## src/rtl/sap_cpu_pkg.sv

```systemverilog
// Shared opcode and microsequencer state encodings for the SAP accumulator core.
package sap_cpu_pkg;

  localparam logic [3:0] OP_NOP = 4'h0;
  localparam logic [3:0] OP_LDA = 4'h1;
  localparam logic [3:0] OP_ADD = 4'h2;
  localparam logic [3:0] OP_SUB = 4'h3;
  localparam logic [3:0] OP_STA = 4'h4;
  localparam logic [3:0] OP_LDI = 4'h5;
  localparam logic [3:0] OP_JMP = 4'h6;
  localparam logic [3:0] OP_JC  = 4'h7;
  localparam logic [3:0] OP_JZ  = 4'h8;
  localparam logic [3:0] OP_OUT = 4'hE;
  localparam logic [3:0] OP_HLT = 4'hF;

  localparam logic [2:0] ST_F0   = 3'd0;
  localparam logic [2:0] ST_F1   = 3'd1;
  localparam logic [2:0] ST_E0   = 3'd2;
  localparam logic [2:0] ST_E1   = 3'd3;
  localparam logic [2:0] ST_E2   = 3'd4;
  localparam logic [2:0] ST_HALT = 3'd5;

endpackage

```

## src/rtl/sap_cpu_ram.sv

```systemverilog
// Single-port-write, async-read program/data RAM for the SAP core.
module sap_cpu_ram #(
  parameter int unsigned DATA_W = 8,
  parameter int unsigned ADDR_W = 4
) (
  input  logic              clk,
  input  logic              we,
  input  logic [ADDR_W-1:0] waddr,
  input  logic [DATA_W-1:0] wdata,
  input  logic [ADDR_W-1:0] raddr,
  output logic [DATA_W-1:0] rdata
);

  localparam int unsigned DEPTH = 2 ** ADDR_W;

  logic [DATA_W-1:0] mem [DEPTH];

  always_ff @(posedge clk) begin
    if (we) mem[waddr] <= wdata;
  end

  assign rdata = mem[raddr];

endmodule

```

## src/rtl/sap_cpu_core.sv

```systemverilog
// Multi-cycle accumulator CPU: fetch/decode/execute sequencer, ALU, flags and embedded RAM.
module sap_cpu_core
  import sap_cpu_pkg::*;
#(
  parameter int unsigned DATA_W = 8,
  parameter int unsigned ADDR_W = 4
) (
  input  logic              clk,
  input  logic              rst,
  input  logic              prog_we,
  input  logic [ADDR_W-1:0] prog_addr,
  input  logic [DATA_W-1:0] prog_data,
  output logic [DATA_W-1:0] out_data,
  output logic              out_valid,
  output logic              halted,
  output logic [ADDR_W-1:0] pc_dbg
);

  localparam int unsigned RES_W = DATA_W + 1;

  logic [2:0]        state_q, state_d;
  logic [ADDR_W-1:0] pc_q, pc_d, mar_q, mar_d;
  logic [DATA_W-1:0] ir_q, ir_d, a_q, a_d, b_q, b_d, out_d;
  logic              c_q, c_d, z_q, z_d, valid_d, halted_d;
  logic              core_we;
  logic [DATA_W-1:0] rdata;
  logic [3:0]        opc;
  logic [ADDR_W-1:0] operand;
  logic [RES_W-1:0]  alu;
  logic [DATA_W-1:0] b_op;
  logic              sub;

  // Program port owns the RAM while in reset; core STA is locked out then.
  sap_cpu_ram #(.DATA_W(DATA_W), .ADDR_W(ADDR_W)) u_ram (
    .clk   (clk),
    .we    (rst ? prog_we : core_we),
    .waddr (rst ? prog_addr : mar_q),
    .wdata (rst ? prog_data : a_q),
    .raddr (mar_q),
    .rdata (rdata)
  );

  assign opc     = ir_q[DATA_W-1 -: 4];
  assign operand = ir_q[ADDR_W-1:0];
  assign pc_dbg  = pc_q;

  // SUB is A + ~B + 1 so the carry out doubles as "no borrow".
  always_comb begin
    sub  = (opc == OP_SUB);
    b_op = sub ? ~b_q : b_q;
    alu  = {1'b0, a_q} + {1'b0, b_op} + RES_W'(sub);
  end

  always_comb begin
    state_d  = state_q;
    pc_d     = pc_q;
    mar_d    = mar_q;
    ir_d     = ir_q;
    a_d      = a_q;
    b_d      = b_q;
    c_d      = c_q;
    z_d      = z_q;
    out_d    = out_data;
    valid_d  = 1'b0;
    halted_d = halted;
    core_we  = 1'b0;
    case (state_q)
      ST_F0: begin
        mar_d   = pc_q;
        state_d = ST_F1;
      end
      ST_F1: begin
        ir_d    = rdata;
        pc_d    = pc_q + ADDR_W'(1);
        state_d = ST_E0;
      end
      ST_E0: begin
        state_d = ST_F0;
        case (opc)
          OP_LDA, OP_ADD, OP_SUB, OP_STA: begin
            mar_d   = operand;
            state_d = ST_E1;
          end
          OP_LDI: a_d = DATA_W'(operand);
          OP_JMP: pc_d = operand;
          OP_JC:  if (c_q) pc_d = operand;
          OP_JZ:  if (z_q) pc_d = operand;
          OP_OUT: begin
            out_d   = a_q;
            valid_d = 1'b1;
          end
          OP_HLT: begin
            state_d  = ST_HALT;
            halted_d = 1'b1;
          end
          default: ;
        endcase
      end
      ST_E1: begin
        state_d = ST_F0;
        case (opc)
          OP_LDA: a_d = rdata;
          OP_ADD, OP_SUB: begin
            b_d     = rdata;
            state_d = ST_E2;
          end
          OP_STA: core_we = 1'b1;
          default: ;
        endcase
      end
      ST_E2: begin
        a_d     = alu[DATA_W-1:0];
        c_d     = alu[DATA_W];
        z_d     = (alu[DATA_W-1:0] == '0);
        state_d = ST_F0;
      end
      ST_HALT: state_d = ST_HALT;
      default: state_d = ST_F0;
    endcase
  end

  always_ff @(posedge clk) begin
    if (rst) begin
      state_q   <= ST_F0;
      pc_q      <= '0;
      mar_q     <= '0;
      ir_q      <= '0;
      a_q       <= '0;
      b_q       <= '0;
      c_q       <= 1'b0;
      z_q       <= 1'b0;
      out_data  <= '0;
      out_valid <= 1'b0;
      halted    <= 1'b0;
    end else begin
      state_q   <= state_d;
      pc_q      <= pc_d;
      mar_q     <= mar_d;
      ir_q      <= ir_d;
      a_q       <= a_d;
      b_q       <= b_d;
      c_q       <= c_d;
      z_q       <= z_d;
      out_data  <= out_d;
      out_valid <= valid_d;
      halted    <= halted_d;
    end
  end

endmodule

```

## config.mk

```make
export PLATFORM = sky130hd
export DESIGN_NAME = sap_cpu_core
export DESIGN_NICKNAME = d
export VERILOG_FILES = /design/src/rtl/sap_cpu_pkg.sv /design/src/rtl/sap_cpu_ram.sv /design/src/rtl/sap_cpu_core.sv
export SDC_FILE = /design/constraint.sdc
export NUM_CORES = 1
export LEC_CHECK = 0
export CAP_MARGIN = 20
export CORE_ASPECT_RATIO = 1.25
export CORE_MARGIN = 2
export CORE_UTILIZATION = 61
export CTS_BUF_LIST = sky130_fd_sc_hd__clkbuf_2
export DETAILED_ROUTE_END_ITERATION = 12
export PLACE_DENSITY_LB_ADDON = 0.08
export SLEW_MARGIN = 20
export SYNTH_ARGS = -nofsm -noshare
export SYNTH_HDL_FRONTEND = slang
export SYNTH_SLANG_ARGS = --single-unit
```

## constraint.sdc

```tcl
create_clock -name clk -period 3.7 [get_ports clk]
set_input_delay 0.555 -clock clk [delete_from_list [all_inputs] [get_ports clk]]
set_output_delay 0.555 -clock clk [all_outputs]
set_load 0.05 [all_outputs]
```

=== Word-level counts from Yosys, hierarchy flattened ===
Memories as Yosys holds them, arrays and structs flattened. A register that Yosys moved wholly into a read port is not among the register bits.
Index checks and enable logic that the tools add are counted.

* Bitwise gates (word level): 2
* $add $sub $neg: 3
* Reduce and logical (&&, ||, !) cells: 14
* Eq/ne operators: 21
* Mux-type cells: 23

{| class="wikitable"
|+ Operators with widths
! cell !! count
|-
| 2-to-1 mux 8 bit || 4
|-
| 2-to-1 mux 4 bit || 6
|-
| one-hot mux 8 bit (3 select lines) || 1
|-
| == test 4 x 3 -> 1 bit, second input constant || 4
|-
| one-hot mux 4 bit (2 select lines) || 2
|-
| one-hot mux 3 bit (5 select lines) || 1
|-
| == test 4 bit, second input constant || 3
|-
| one-hot mux 4 bit (3 select lines) || 1
|-
| adder 8 x 8 -> 9 bit || 1
|-
| adder 9 x 1 -> 9 bit || 1
|-
| == test 4 x 2 -> 1 bit, second input constant || 2
|-
| zero test 8 bit || 1
|-
| inverter 8 bit || 1
|-
| AND reduction 2 bit || 4
|-
| == test 3 x 2 -> 1 bit, second input constant || 2
|-
| == test 3 bit, second input constant || 2
|-
| 2-to-1 mux 1 bit || 6
|-
| != test 2 x 1 -> 1 bit, second input constant || 3
|-
| != test 3 bit, second input constant || 2
|-
| one-hot mux 3 bit (2 select lines) || 1
|-
| adder 4 x 1 -> 4 bit, second input constant || 1
|-
| == test 4 x 1 -> 1 bit, second input constant || 1
|-
| != test 4 x 2 -> 1 bit, second input constant || 1
|-
| AND reduction 4 bit || 1
|-
| other kinds (9) || 11
|}

* Logic and storage cells: 75
* Memories kept: 1
* Bits in writable memories: 128
* Output and inout port bits: 14
* Flip-flop bits (word level): 47

{| class="wikitable"
|+ Memory list
! name !! depth !! width !! read ports !! clocked after memory_dff !! wr ports !! line !! RTL
|-
| u_ram.mem || 16 || 8 || 1 || 1 || 1 || sap_cpu_ram.sv:16 || <nowiki>logic [DATA_W-1:0] mem [DEPTH];</nowiki>
|}

=== Depth between registers and ports, before layout ===
Gate-level depths: netlist of run 1.

* Word-level depth: 6
* Depth in mapped cells: 11
* Mapped depth without buffers: 9

=== Cells and area by module ===
Synthesis of run 1 repeated with hierarchy kept, for this count alone.

* Cell total of the unflattened synthesis: 514
* Area, all modules: 7716.2 µm²

{| class="wikitable"
|+ Modules (own cells, without submodules)
! module !! area an instance (µm²) !! cells an instance !! sequential area each (µm²) !! times used
|-
| sap_cpu_ram || 4987.3 || 221 || 3843.7 || 1
|-
| sap_cpu_core || 2728.9 || 293 || 940.9 || 1
|}

=== Least setup slack after synthesis of run 1 ===
Ideal clock, no wire load.

* Path kind: flip-flop to flip-flop
* From: register ir_q[6]
* To: register z_q
* Stages on the path, launching flop included: 12
* Period minus slack after synthesis: 2.819 ns
* Arrival time: 2.750 ns
* Path buffers: 2
* Slack: 0.881 ns
* Cell sequence: dfxtp_1 > buf_2 > nor4bb_1 > buf_6 > xor2_1 > ha_1 > and3b_1 > a221o_1 > a22oi_2 > xnor2_1 > or4_1 > o21ai_1

* Longest elaborated chain between the ends: 5

{| class="wikitable"
|+ RTL lines
! item !! line !! RTL
|-
| start, declared || sap_cpu_core.sv:23 || <nowiki>logic [DATA_W-1:0] ir_q, ir_d, a_q, a_d, b_q, b_d, out_d;</nowiki>
|-
| start signal, assigned || sap_cpu_core.sv:139 || <nowiki>ir_q <= ir_d;</nowiki>
|-
| == test 4 x 2 -> 1 bit * || sap_cpu_core.sv:49 || <nowiki>sub = (opc == OP_SUB);</nowiki>
|-
| 2-to-1 mux 8 bit || sap_cpu_core.sv:50 || <nowiki>b_op = sub ? ~b_q : b_q;</nowiki>
|-
| adder 8 x 8 -> 9 bit || sap_cpu_core.sv:51 || <nowiki>alu = {1'b0, a_q} + {1'b0, b_op} + RES_W'(sub);</nowiki>
|-
| adder 9 x 1 -> 9 bit * || sap_cpu_core.sv:51 ||
|-
| zero test 8 bit * || sap_cpu_core.sv:114 || <nowiki>z_d = (alu[DATA_W-1:0] == '0);</nowiki>
|-
| end signal, assigned || sap_cpu_core.sv:143 || <nowiki>z_q <= z_d;</nowiki>
|-
| end, declared || sap_cpu_core.sv:24 || <nowiki>logic c_q, c_d, z_q, z_d, valid_d, halted_d;</nowiki>
|}

Mark *: on every way between the ends. The rest lies on a longest branch, timed or not.
A chain may end at the register's enable or synchronous reset.

=== Worst setup path in the final report of run 1 ===
* From: register state_q[0]
* To: memory u_ram.mem[0][0], enable pin

* Longest elaborated chain between the ends: 5

{| class="wikitable"
|+ RTL lines
! item !! line !! RTL
|-
| start, declared || sap_cpu_core.sv:21 || <nowiki>logic [2:0] state_q, state_d;</nowiki>
|-
| start signal, assigned || sap_cpu_core.sv:136 || <nowiki>state_q <= state_d;</nowiki>
|-
| == test 3 x 2 -> 1 bit || sap_cpu_core.sv:67 || <nowiki>case (state_q)</nowiki>
|-
| 2-to-1 mux 1 bit || sap_cpu_core.sv:67 ||
|-
| 2-to-1 mux 1 bit || sap_cpu_core.sv:36 || <nowiki>.we (rst ? prog_we : core_we),</nowiki>
|-
| 2-to-1 mux 1 bit || sap_cpu_ram.sv:19 || <nowiki>if (we) mem[waddr] <= wdata;</nowiki>
|-
| 2-to-1 mux 1 bit (not written as such) || sap_cpu_ram.sv:19 ||
|-
| end, declared || sap_cpu_ram.sv:16 ||
|}

No other way between the ends.

==> flow_summary.yaml, run 1 <==
status:
  outcome: "finished, final reports clean"
setup_path:
  required_ns: 4.11
  start_kind: "flip-flop"
  cp_slowest_cell: "o41ai_1"
  cp_slowest_stage_delay_ns: 0.74
  crit_chain: "nand2_1 -> or2_2 -> o41ai_1 -> o21ai_0 -> nor2_1"
  crit_type: "flip-flop to flip-flop"
  cp-end-kind: "flip-flop"
  crit_arrival_ns: 3.68
  critPathMaxFanout: 8
floorplan:
  die_area_sq_um: 13400
  die_h_um: 129
  core_sq_um: 12200
  num_rows: 45
  die_x_um: 104
  io_pins: 29
  start_util_pct: 62.5
synthesis:
  ys_ff_latch: 179
  synth_top_cell_by_area: "edfxtp_1"
  synth_area_sq_um: 7600
  syn_inst: 522
  synthArstFlopShare_pct: 0
  synth_top_cell_area_share_pct: 50.6
  syn_avg_cell_area_sq_um: 14.6
  synth_area_leaders: "edfxtp_1 51%, dfxtp_1 13%, mux4_2 12%"
  yosysWarningCount: 0
  yosysUniqueCellTypes: 50
  yosysSeqAreaShare_pct: 64.0
  ys.flop_type: "edfxtp_1"
  synthesis.nets: 546
  synth_edf_count: 128
placed_design:
  place.gp.congestion: 0.917
  dp_hpwl_mm: 11.6
  dp.cells: 697
  io_buffer_count: 28
cts:
  cts_tree: "yes"
  cts_setup_buffers: 0
  ctsResizeCount: 0
  cts_sinks: 179
  h-tree-depth: 4
  clk_latency_ns: 0.76
  clk_pin_slew_ns: 0.28
  ctsRootBufferMaster: "clkbuf_2"
  clockBufferDepth: 2
  cts_buffers: 17
  hold_buffers: 0
pwr:
  power.density_nw_per_um2: 450
  p_leak_nw: 2.80
  irDropWorstVdd_mv: 0.509
  fin_total_pwr_mw: 3.74
timing:
  skew_ns: 0.0340
  setup_viol: 0
  slew_violations: 0
  rsz0062_at_grt: "no"
  fin_crit_ns: 3.27
  max_freq_mhz: 306
  tightest_slew_ns: 0.813
  finalSetupTns_ns: 0
  fin_crit_sh_pct: 88.3
  slew_headroom_pct: 45.1
  hold_violations: 0
  whs_ns: 0.267
route:
  route.detailed.drc: 0
  wl_per_cell_um: 22.0
  drtPass1Iterations: 7
  drtAntennaViolNets: 0
  drt-total-wl_mm: 16.1
  via_count: 4514
  vias_per_cell: 6.18
  first_iter_violations: 428
cells_and_area:
  post-route-util_pct: 68.4
  regArea_sq_um: 4870
  multi_input_area_sq_um: 2580
  layout-drive-gt1-share_pct: 17.7
  nets: 576
  fillCellCount: 891
  final_cells: 730
  synthToLayoutAreaGrowth_pct: 9.42
min_path:
  hold_class: "input pin to flip-flop"
global_routing:
  grt_max_degree: 42
  grt_pass1_vias: 4564
  track_usage_pct: 25.9
  grt_overflow: 0
  antenna_found_initial: 1
  grt_pass1_wl_mm: 25.2
job:
  maxCapViolations: 0
==> layout by cell type (no fill, tap or decap), types with 4 or more instances in the layout <==
cell / instances
a221o_1: 4
or2_2: 4
edfxtp_1: 128
dfxtp_1: 50
mux2i_1: 16
a31oi_1: 9
a211oi_1: 7
mux4_2: 40
nor3_1: 10
clkdlybuf4s50_1: 27
ha_1: 8
inv_1: 6
nand2_1: 47
a21oi_1: 23
clkbuf_2: 17
inv_8: 6
nand3_1: 6
buf_4: 9
nor2_1: 53
o21ai_0: 14
xor2_1: 12
nor3b_1: 4
mux2_2: 9
a21o_1: 4
==> flip-flops by register name, indices dropped and copies added, names as in the netlist, named ones only <==
register   cells
a_q            8
b_q            8
c_q            1
halted         1
ir_q           8
mar_q          4
out_data       8
out_valid      1
pc_dbg         4
state_q        3
u_ram.mem    128
z_q            1
==> worst max-delay path: cells and delay by family (launching register included) <==
kind / cells / cell delay [ns]
flops: 1 / 0.53
compound gates: 2 / 1.28
simple gates: 3 / 1.10
==> cell usage after synthesis, types with 3 or more instances <==
| cell type | n |
|---|---|
| ha_1 | 8 |
| a211oi_1 | 7 |
| nand3_1 | 6 |
| mux4_2 | 40 |
| mux2_2 | 9 |
| nor2_1 | 53 |
| buf_6 | 4 |
| and2_1 | 3 |
| buf_1 | 4 |
| nor3_1 | 10 |
| a221o_1 | 4 |
| xor2_1 | 12 |
| nor3b_1 | 4 |
| clkbuf_1 | 11 |
| xnor2_1 | 3 |
| edfxtp_1 | 128 |
| buf_2 | 7 |
| or2_2 | 4 |
| inv_1 | 6 |
| a21o_1 | 4 |
| o21ai_0 | 14 |
| nand2_1 | 47 |
| nand2b_1 | 3 |
| a21oi_1 | 23 |
| mux2i_1 | 16 |
| dfxtp_1 | 51 |
| a31oi_1 | 9 |
==> layer usage <==
metal / track usage (%) / routed length [um] / part of all wire [%] / vias to the layer above
met5: 0 / 0 / 0 / -
met4: 9.22 / 401 / 2.5 / 0
met3: 5.32 / 789 / 4.9 / 33
met2: 47.3 / 8850 / 55 / 177
met1: 30.5 / 6060 / 38 / 2240
li1: - / - / - / 2064
==> cells by family (layout without fill, tap and decap cells) <==
family / Yosys count / after routing / share of synthesized area, %
adders and majority gates: 9 / 9 / 1.58
AOI/OAI and AO/OA: 75 / 75 / 6.32
DFF: 179 / 179 / 64.0
buffers and inverters: 32 / 75 / 2.09
and+or+nand+nor: 147 / 147 / 8.97
other: 0 / 1 / 0
xor gates and xnor gates: 15 / 15 / 1.73
muxes: 65 / 65 / 15.3
==> stage by stage <==
stage | worst slack [ns] | area [sq um]
6_report | 0.432 | 8320
5_1_grt | 0.170 | 8320
4_1_cts | 0.505 | 8310
3_5_place_dp | 0.535 | 8020
3_3_place_gp | 0.694 | 8020
2_1_floorplan | 0.881 | 7600
==> report_power, final <==
| group | internal (mW) | switching (mW) |
|---|---|---|
| Combinational | 0.172 | 0.200 |
| Sequential | 2.19 | 0.0580 |
| Clock | 0.416 | 0.711 |
==> cell type report <==
type | instances | area share (%)
antenna | 1 | 0.0301
clock buffer | 17 | 1.02
clock inverter | 15 | 2.51
inverter | 6 | 0.271
multi-input combinational | 311 | 31.1
sequential | 179 | 58.5
tap | 164 | 2.47
timing repair buffer | 37 | 4.12
==> worst paths after layout <==
check,cells after the start,start,slack [ns],end
max,5,state_q[0],0.43,u_ram.mem[0][0]
min,3,rst,0.27,halted
max reg2reg,5,state_q[0],0.43,u_ram.mem[0][0]
min reg2reg,2,halted,0.47,halted
Note: power is estimated with default switching activity, not from simulation.
==> run 2: changes to the inputs <==
--- a/config.mk
+++ b/config.mk
@@ -6,9 +6,11 @@
 export NUM_CORES = 1
 export LEC_CHECK = 0
 export CAP_MARGIN = 20
+export CELL_PAD_IN_SITES_DETAIL_PLACEMENT = 0
+export CELL_PAD_IN_SITES_GLOBAL_PLACEMENT = 1
 export CORE_ASPECT_RATIO = 1.25
 export CORE_MARGIN = 2
-export CORE_UTILIZATION = 61
+export CORE_UTILIZATION = 53
 export CTS_BUF_LIST = sky130_fd_sc_hd__clkbuf_2
 export DETAILED_ROUTE_END_ITERATION = 12
 export PLACE_DENSITY_LB_ADDON = 0.08
==> flow_summary.yaml, run 2 (synthesized netlist as in run 1, its figures left out) <==
timing:
  fin_crit_ns: 3.23
  skew_ns: 0.0393
  finalSetupTns_ns: 0
  fin_crit_sh_pct: 87.4
  hold_violations: 0
  slew_violations: 0
  setup_viol: 0
  rsz0062_at_grt: "no"
  max_freq_mhz: 309
  tightest_slew_ns: 0.899
  slew_headroom_pct: 39.4
  whs_ns: 0.316
global_routing:
  grt_pass1_vias: 4478
  track_usage_pct: 23.2
  grt_overflow: 0
  antenna_found_initial: 1
  grt_pass1_wl_mm: 26.2
  grt_max_degree: 74
setup_path:
  crit_chain: "nand2_1 -> or2_2 -> o41ai_1 -> o21ai_0 -> nor2_1"
  cp_slowest_cell: "o41ai_1"
  cp_slowest_stage_delay_ns: 0.70
  crit_family: "compound AO/OA/AOI/OAI gates"
  critPathMaxFanout: 10
  crit_type: "flip-flop to flip-flop"
  cp_num_buf_inv: 0
  cp-end-kind: "flip-flop"
  crit_arrival_ns: 3.62
  start_kind: "flip-flop"
  required_ns: 4.09
pwr:
  power.density_nw_per_um2: 436
  irDropWorstVdd_mv: 0.367
  p_leak_nw: 2.80
cts:
  cts_sinks: 179
  cts_setup_buffers: 0
  clk_pin_slew_ns: 0.27
  ctsRootBufferMaster: "clkbuf_2"
  hold_buffers: 0
  h-tree-depth: 4
  clk_latency_ns: 0.72
  ctsResizeCount: 0
  clockBufferDepth: 2
  cts_tree: "yes"
  cts_buffers: 17
job:
  maxCapViolations: 0
cells_and_area:
  layout-drive-gt1-share_pct: 18.0
  layout_common_cells: "128 x edfxtp_1, 53 x nor2_1, 50 x dfxtp_1, 47 x nand2_1, 40 x mux4_2"
  final_common_cell: "edfxtp_1"
  largest_register_ffs: 128
  nets: 579
  regMostFlops: "u_ram.mem"
  synthToLayoutAreaGrowth_pct: 9.33
  fillCellCount: 1165
floorplan:
  die_h_um: 138
  start_util_pct: 54.5
  die_area_sq_um: 15300
  num_rows: 48
  core_sq_um: 13900
  die_x_um: 111
  io_pins: 29
placed_design:
  dp_hpwl_mm: 12.0
  place.gp.congestion: 0.828
  io_buffer_count: 28
status:
  outcome: "finished, final reports clean"
route:
  wl_met3_um: 589
  wl_per_cell_um: 22.6
  top_layer_used: "met4"
  drt-total-wl_mm: 16.8
  drtPass1Iterations: 5
  vias_per_cell: 5.94
  route.detailed.drc: 0
  drtAntennaViolNets: 0
  wl_met1_mm: 6.83
  first_iter_violations: 411
  via_count: 4412
  met2WireLength_mm: 8.83
min_path:
  hold_class: "input pin to flip-flop"
-- run 2: cell count changes in the layout (fill, tap and decap cells not counted) --
cell | previous run | this run
clkinv_2 | 0 | 1
clkinvlp_2 | 0 | 1
clkbuf_2 | 17 | 19
buf_12 | 0 | 1
bufinv_16 | 3 | 2
inv_8 | 6 | 2
inv_6 | 3 | 4
clkinv_4 | 2 | 1
buf_4 | 9 | 11
-- run 2: final timing paths --
path              start         endpoint  slack [ns]  depth (start not counted)
max          state_q[1]  u_ram.mem[6][4]        0.47                          5
min reg2reg      halted           halted        0.46                          2
min                 rst      out_data[1]        0.32                          3
max reg2reg  state_q[1]  u_ram.mem[6][4]        0.47                          5
-- run 2: final cells by class --
| type | instances | area (sq um) | area share (%) |
|---|---|---|---|
| flip-flops and latches | 179 | 4870 | 58.6 |
| multi-input cells | 311 | 2580 | 31.1 |
| repair buffers | 40 | 378 | 4.55 |
| well taps | 175 | 219 | 2.64 |
| clock inverters | 12 | 144 | 1.73 |
| clock buffers | 19 | 95.1 | 1.14 |
| inverters | 6 | 22.5 | 0.271 |
| diodes | 1 | 2.50 | 0.0301 |
-- run 2: worst reg2reg max path, cell delays in order (launching register included) --
cell and delay, ns:
dfxtp_1 0.54, nand2_1 0.10, or2_2 0.33, o41ai_1 0.70
o21ai_0 0.56, nor2_1 0.66
-- run 2: routing by layer --
metal  vias to the layer above  track usage, %
li1                       2068               -
met1                      2216            28.6
met2                        99            41.0
met3                        29            4.59
met4                         0            9.33
met5                         -               0
-- run 2: stage by stage --
step                cell area [sq um]  total power [mW]  util (%)  instances  setup slack, ns
floorplan                        7600              2.54         -        522            0.881
global placement                 8070              2.66      57.9        711            0.586
detailed placement               8070              2.67      57.9        711            0.512
CTS                              8310              3.66      59.6        742            0.459
global route                     8310              3.77      59.6        743            0.245
finish                           8310              3.62      59.6        743            0.465
-- run 2: where the power goes --
| group | internal (mW) | switching (mW) |
|---|---|---|
| combinational | 0.173 | 0.205 |
| clock | 0.328 | 0.673 |
| sequential | 2.19 | 0.0582 |
